**config.mk**
```make
export PLATFORM = sky130hd
export DESIGN_NAME = adder_serial_nb_flat
export DESIGN_NICKNAME = d
export VERILOG_FILES = /design/src/rtl/adder_serial_nb_pkg.sv /design/src/rtl/adder_serial_nb_if.sv /design/src/rtl/adder_serial_nb_chunk.sv /design/src/rtl/adder_serial_nb.sv /design/src/flat_wrapper.sv
export SDC_FILE = /design/constraint.sdc
export NUM_CORES = 1
export LEC_CHECK = 0
export BUFFER_PORTS_ARGS = -buffer_cell sky130_fd_sc_hd__buf_2
export CAP_MARGIN = 20
export CORE_MARGIN = 5
export CORE_UTILIZATION = 57
export CTS_BUF_LIST = sky130_fd_sc_hd__clkbuf_4
export CTS_CLUSTER_SIZE = 14
export DETAILED_ROUTE_END_ITERATION = 12
export PLACE_DENSITY = 0.82
export SYNTH_ARGS = -nofsm -noshare
export SYNTH_HDL_FRONTEND = slang
export SYNTH_SLANG_ARGS = --single-unit
```
**constraint.sdc**
```tcl
create_clock -name clk -period 3.07 [get_ports clk]
set_input_delay 0.4605 -clock clk [delete_from_list [all_inputs] [get_ports clk]]
set_output_delay 0.4605 -clock clk [all_outputs]
set_load 0.02 [all_outputs]
```
**src/rtl/adder_serial_nb_pkg.sv**
```systemverilog
// Shared types and helpers for the serial (chunked) ripple-carry adder/subtractor.
package adder_serial_nb_pkg;

  localparam int unsigned DEF_WIDTH = 16;
  localparam int unsigned DEF_CHUNK = 4;

  typedef enum logic [1:0] {
    ST_IDLE = 2'd0,
    ST_RUN  = 2'd1,
    ST_DONE = 2'd2
  } state_t;

  // One-bit full-adder cell; returns {carry_out, sum}.
  function automatic logic [1:0] full_add(input logic a, input logic b, input logic ci);
    return {(a & b) | (ci & (a ^ b)), a ^ b ^ ci};
  endfunction

endpackage

```
**src/rtl/adder_serial_nb_if.sv**
```systemverilog
// Request/result bus of the serial adder: operands in, START/BUSY/DONE handshake, result out.
interface adder_serial_nb_if #(
  parameter int unsigned WIDTH = 16
);
  logic             start;
  logic             sub;
  logic [WIDTH-1:0] a;
  logic [WIDTH-1:0] b;
  logic             cin;
  logic             busy;
  logic             done;
  logic [WIDTH-1:0] s;
  logic             cout;
  logic             ovf;

  modport master (
    output start, sub, a, b, cin,
    input  busy, done, s, cout, ovf
  );

  modport slave (
    input  start, sub, a, b, cin,
    output busy, done, s, cout, ovf
  );
endinterface

```
**src/rtl/adder_serial_nb_chunk.sv**
```systemverilog
// Combinational CHUNK-bit ripple-carry adder built from full-adder cells.
module adder_serial_nb_chunk
  import adder_serial_nb_pkg::*;
#(
  parameter int unsigned CHUNK = 4
) (
  input  logic [CHUNK-1:0] a,
  input  logic [CHUNK-1:0] b,
  input  logic             ci,
  output logic [CHUNK-1:0] s,
  output logic             co,
  output logic             c_msb
);

  logic [CHUNK:0] c;

  assign c[0] = ci;

  for (genvar i = 0; i < CHUNK; i++) begin : g_fa
    logic [1:0] r;
    assign r      = full_add(a[i], b[i], c[i]);
    assign s[i]   = r[0];
    assign c[i+1] = r[1];
  end

  assign co    = c[CHUNK];
  assign c_msb = c[CHUNK-1];

endmodule

```
**src/rtl/adder_serial_nb.sv**
```systemverilog
// Multi-cycle adder/subtractor: one CHUNK-bit slice per clock through a shared chunk adder,
// carry held between slices, START/BUSY/DONE handshake.
module adder_serial_nb
  import adder_serial_nb_pkg::*;
#(
  parameter int unsigned WIDTH = DEF_WIDTH,
  parameter int unsigned CHUNK = DEF_CHUNK
) (
  input logic              clk,
  input logic              rst_n,
  adder_serial_nb_if.slave bus
);

  localparam int unsigned NCHUNK = (CHUNK == 0) ? 1 : WIDTH / CHUNK;
  localparam int unsigned KW     = (NCHUNK > 1) ? $clog2(NCHUNK) : 1;
  localparam int unsigned TOP    = WIDTH - CHUNK;

  if (WIDTH < 2 || CHUNK == 0 || (WIDTH % CHUNK) != 0) begin : g_param_check
    $error("adder_serial_nb: WIDTH must be >= 2 and a multiple of CHUNK");
  end

  state_t           state_q, state_d;
  logic [WIDTH-1:0] a_q, a_d;
  logic [WIDTH-1:0] b_q, b_d;
  logic [WIDTH-1:0] acc_q, acc_d;
  logic [WIDTH-1:0] s_q, s_d;
  logic [KW-1:0]    k_q, k_d;
  logic             carry_q, carry_d;
  logic             cout_q, cout_d;
  logic             ovf_q, ovf_d;
  logic             busy_q, busy_d;
  logic             done_q, done_d;

  logic [CHUNK-1:0] sum;
  logic             co;
  logic             c_msb;

  // Operands shift right each RUN cycle, so the active slice is always the low CHUNK bits.
  adder_serial_nb_chunk #(.CHUNK(CHUNK)) u_chunk (
    .a     (a_q[CHUNK-1:0]),
    .b     (b_q[CHUNK-1:0]),
    .ci    (carry_q),
    .s     (sum),
    .co    (co),
    .c_msb (c_msb)
  );

  // Next-state and datapath update.
  always_comb begin
    state_d = state_q;
    a_d     = a_q;
    b_d     = b_q;
    acc_d   = acc_q;
    s_d     = s_q;
    k_d     = k_q;
    carry_d = carry_q;
    cout_d  = cout_q;
    ovf_d   = ovf_q;

    case (state_q)
      ST_IDLE, ST_DONE: begin
        state_d = ST_IDLE;
        if (bus.start) begin
          a_d     = bus.a;
          b_d     = bus.sub ? ~bus.b : bus.b;
          carry_d = bus.sub ? ~bus.cin : bus.cin;
          k_d     = '0;
          state_d = ST_RUN;
        end
      end
      ST_RUN: begin
        a_d     = a_q >> CHUNK;
        b_d     = b_q >> CHUNK;
        carry_d = co;
        k_d     = KW'(k_q + 1'b1);
        // Slice sums enter at the MSB end; after NCHUNK shifts slice 0 sits at the LSBs.
        acc_d   = (acc_q >> CHUNK) | (WIDTH'(sum) << TOP);
        if (k_q == KW'(NCHUNK - 1)) begin
          s_d     = acc_d;
          cout_d  = co;
          // Carry into and out of the MSB differ exactly when the operand signs agree
          // and the result sign does not.
          ovf_d   = co ^ c_msb;
          state_d = ST_DONE;
        end
      end
      default: state_d = ST_IDLE;
    endcase
  end

  assign busy_d = (state_d == ST_RUN);
  assign done_d = (state_d == ST_DONE);

  always_ff @(posedge clk or negedge rst_n) begin
    if (!rst_n) begin
      state_q <= ST_IDLE;
      a_q     <= '0;
      b_q     <= '0;
      acc_q   <= '0;
      s_q     <= '0;
      k_q     <= '0;
      carry_q <= 1'b0;
      cout_q  <= 1'b0;
      ovf_q   <= 1'b0;
      busy_q  <= 1'b0;
      done_q  <= 1'b0;
    end else begin
      state_q <= state_d;
      a_q     <= a_d;
      b_q     <= b_d;
      acc_q   <= acc_d;
      s_q     <= s_d;
      k_q     <= k_d;
      carry_q <= carry_d;
      cout_q  <= cout_d;
      ovf_q   <= ovf_d;
      busy_q  <= busy_d;
      done_q  <= done_d;
    end
  end

  assign bus.busy = busy_q;
  assign bus.done = done_q;
  assign bus.s    = s_q;
  assign bus.cout = cout_q;
  assign bus.ovf  = ovf_q;

endmodule

```
**src/flat_wrapper.sv**
```systemverilog
// flat-port wrapper written by rule: the top's interface ports become plain ports
module adder_serial_nb_flat import adder_serial_nb_pkg::*;
#(
  parameter int unsigned WIDTH = DEF_WIDTH,
  parameter int unsigned CHUNK = DEF_CHUNK
)
  (clk, rst_n, bus_start, bus_sub, bus_a, bus_b, bus_cin, bus_busy, bus_done, bus_s, bus_cout, bus_ovf);
  adder_serial_nb_if #(.WIDTH(WIDTH)) bus_i ();
  input logic clk;
  input logic rst_n;
  input wire logic [$bits(bus_i.start)-1:0] bus_start;
  input wire logic [$bits(bus_i.sub)-1:0] bus_sub;
  input wire logic [$bits(bus_i.a)-1:0] bus_a;
  input wire logic [$bits(bus_i.b)-1:0] bus_b;
  input wire logic [$bits(bus_i.cin)-1:0] bus_cin;
  output wire logic [$bits(bus_i.busy)-1:0] bus_busy;
  output wire logic [$bits(bus_i.done)-1:0] bus_done;
  output wire logic [$bits(bus_i.s)-1:0] bus_s;
  output wire logic [$bits(bus_i.cout)-1:0] bus_cout;
  output wire logic [$bits(bus_i.ovf)-1:0] bus_ovf;
  assign bus_i.start = bus_start;
  assign bus_i.sub = bus_sub;
  assign bus_i.a = bus_a;
  assign bus_i.b = bus_b;
  assign bus_i.cin = bus_cin;
  assign bus_busy = bus_i.busy;
  assign bus_done = bus_i.done;
  assign bus_s = bus_i.s;
  assign bus_cout = bus_i.cout;
  assign bus_ovf = bus_i.ovf;
  adder_serial_nb #(.WIDTH(WIDTH), .CHUNK(CHUNK)) u_core (.clk(clk), .rst_n(rst_n), .bus(bus_i));
endmodule
```
==> results by group <==
Run status
  • Outcome: finished clean

Critical path
  • Crit path buffers/inverters: 3
  • Critical path required time: 3380 ps
  • Setup Crit Path Kind: register to register
  • CP cell instances: fa_1 > inv_1 > fa_1 > inv_1 > fa_1 > inv_1 > fa_1 > o21ai_0
  • Worst setup SP type: register
  • Crit path top cell by count: fa_1
  • Slowest CP cell: fa_1
  • Cell family with most CP delay: adder cells
  • Crit path largest cell delay: 450 ps
  • CP arrival: 2700 ps
  • Worst Setup End Kind: register
  • Critical path fanouts, max: 2
  • FF-to-FF setup slack: 670 ps

Die
  • Die height: 81.7 um
  • Die Wd: 81.7 um
  • Core area: 0.00504 sq mm
  • Starting Density: 58.1%
  • Ports: 57
  • Die area: 0.00667 sq mm
  • Placement row count: 26

Global route
  • Gr usage total: 19.9%
  • Maximum number of pins on one net before global-route repair: 38
  • Total grt overflow: 0
  • Vias in the first global route: 2048
  • Initial antenna violation count: 0
  • First-pass GRT wire length: 9.87 mm

Synthesis
  • Prevailing post-synth register cell: dfrtp_1
  • Register bit total from synthesis: 69
  • Share of the synthesized area in the top cell type: 58.9%
  • Synth area leaders: dfrtp_1 59%, nand2_1 5.9%, mux2_2 5.4%, a221o_1 4.8%, xnor2_1 3.9%
  • Syn Nets: 296
  • Yosys cell types: 23
  • Async SR Flop Fraction: 100%
  • Post-Synthesis Cells: 254
  • Commonest cells post-synth: 69 x dfrtp_1, 46 x nand2_1, 14 x a221o_1, 14 x mux2_2
  • Cell taking the most area after synthesis: dfrtp_1
  • Part of the Yosys area used for sequential elements: 58.9%
  • Post-synth EDFFs: 0
  • YS warnings: 0
  • Mapped Area: 0.00293 sq mm
  • Post-Syn Area per Cell: 11.5 sq um
  • Most common cell in the netlist: dfrtp_1

Clocking
  • Clk buf depth: 2
  • CTS Sinks: 69
  • Post-CTS setup buffer count: 0
  • Worst-path clk slew: 120 ps
  • Skew-Pair Late Insertion Delay: 410 ps
  • Post-cts resize count: 0
  • CTS Root Cell: clkbuf_4
  • TritonCTS buffer count: 9
  • # hold bufs at CTS: 0
  • CTS H-Tree Depth: 3
  • TritonCTS clock tree: done

Power
  • PwrDens: 1090 mW/mm^2
  • Pwr Total: 3.76 mW
  • Static Leakage: 1.73 nW
  • VDD IR max: 0.593 mV

Detailed routing
  • DR WL/cell: 14.9 um
  • DRC errors left: 0
  • Pre-antenna DRT Iters: 5
  • Total number of vias: 2088
  • DR vias/cell: 5.44
  • Post-route ant nets: 0
  • DR iter-0 viols: 124
  • Routed Wire Length: 5.71 mm

Place
  • Gpl congestion: 0.707
  • HPWL Detailed: 3.89 mm
  • Port bufs: 56

STA
  • Maximum clock rate: 417 MHz
  • Setup TNS: 0 ps
  • Worst Skew: 13.4 ps
  • RSZ-0062 raised after global routing: no
  • Final hold viol count: 0
  • Final Hold Slack: 126 ps
  • Final worst path period share: 78.1%
  • Worst Tran Pin Value: 1060 ps
  • Final Critical Period: 2400 ps
  • Max-slew violations: 0
  • Final Setup Violations: 0
  • Max_slew headroom: 29.6%

Final layout
  • Layout cells sized above 1: 29.3%
  • Ant. Diodes: 0
  • Final net count: 351
  • Final core utilization: 68.2%
  • Synthesis-to-layout area growth: 17.3%

Min path
  • Worst min path class: primary input to async pin

Run
  • Max-cap viol count: 0
==> cells by family (layout without fill, tap and decap cells) <==
family	Yosys count	count (layout)	share of synthesized area, %
compound gates	43	43	11.9
xor+xnor	18	18	5.38
fa+ha+maj	5	5	3.16
buf+inv	27	87	4.18
flops	69	69	58.9
mux	14	14	5.38
simple gates	78	78	11.1
==> path summary, 6_finish.rpt <==
check | start | endpoint | depth (start not counted)
max in group asynchronous | rst_n | u_core.a_q[2] | 2
min | rst_n | u_core.carry_q | 1
max reg2reg | u_core.carry_q | u_core.acc_q[15] | 8
min in group clk | bus_a[13] | u_core.a_q[13] | 2
max | u_core.carry_q | u_core.acc_q[15] | 8
min reg2reg | u_core.bus.s[13] | u_core.bus.s[13] | 2
==> state kept, by name (all words and copies together), names as in the netlist <==
signal / count
u_core.a_q: 16
u_core.bus.ovf: 1
u_core.bus.done: 1
u_core.carry_q: 1
u_core.acc_q: 12
u_core.state_q: 2
u_core.b_q: 16
u_core.bus.s: 16
u_core.bus.busy: 1
u_core.k_q: 2
u_core.bus.cout: 1
==> through the flow <==
| step | setup slack [ps] | cell area (sq um) | cells |
|---|---|---|---|
| final | 674 | 3440 | 384 |
| after global routing | 497 | 3440 | 384 |
| after CTS | 660 | 3440 | 384 |
| after detailed placement | 692 | 3260 | 368 |
| after global placement | 794 | 3260 | 368 |
| after floorplan | 854 | 2930 | 254 |
==> layer usage <==
metal	share of wire [%]	routed length (um)	global-route usage (%)
met2	47	2700	30.2
met5	0	0	0
met3	6.7	385	5.15
met4	1.7	95	9.30
met1	44	2530	27.0
==> power by group <==
group,total [mW],leakage (nW),switching [mW],internal (mW)
Clock,0.730,0.0896,0.322,0.408
Sequential,1.56,0.869,0.236,1.32
Combinational,1.47,0.774,0.860,0.612
Total,3.76,1.73,1.42,2.34
==> final cells by class <==
| class | instances | area [sq um] |
|---|---|---|
| repair buffers | 62 | 325 |
| clock buffers | 9 | 67.6 |
| inverters | 9 | 33.8 |
| fillers | 383 | 1600 |
| flip-flops and latches | 69 | 1730 |
| multi-input cells | 158 | 1080 |
| well taps | 70 | 87.6 |
| clock inverters | 7 | 114 |
==> worst reg2reg max path, stage by stage, from the launching register on <==
cell     delay (ps)
dfrtp_1         430
fa_1            420
inv_1            80
fa_1            170
inv_1            50
fa_1            450
inv_1           110
fa_1            420
o21ai_0         160
==> cells in the final DEF, fill, tap and decap left out, drive strengths merged <==
cell | Yosys | layout
dfrtp | 69 | 69
buf | 13 | 62
nand2 | 46 | 46
a221o | 14 | 14
mux2 | 14 | 14
nor2 | 13 | 13
xnor2 | 13 | 13
nand3 | 12 | 12
a22oi | 10 | 10
o21ai | 9 | 9
inv | 9 | 9
a22o | 9 | 9
clkbuf | 5 | 9
xor2 | 5 | 5
fa | 4 | 4
bufinv | 0 | 3
nand2b | 2 | 2
nor3 | 2 | 2
clkinvlp | 0 | 2
clkinv | 0 | 2
nand3b | 1 | 1
and2b | 1 | 1
nor2b | 1 | 1
o221ai | 1 | 1
ha | 1 | 1
No activity file was read; power rests on OpenSTA's default activity.
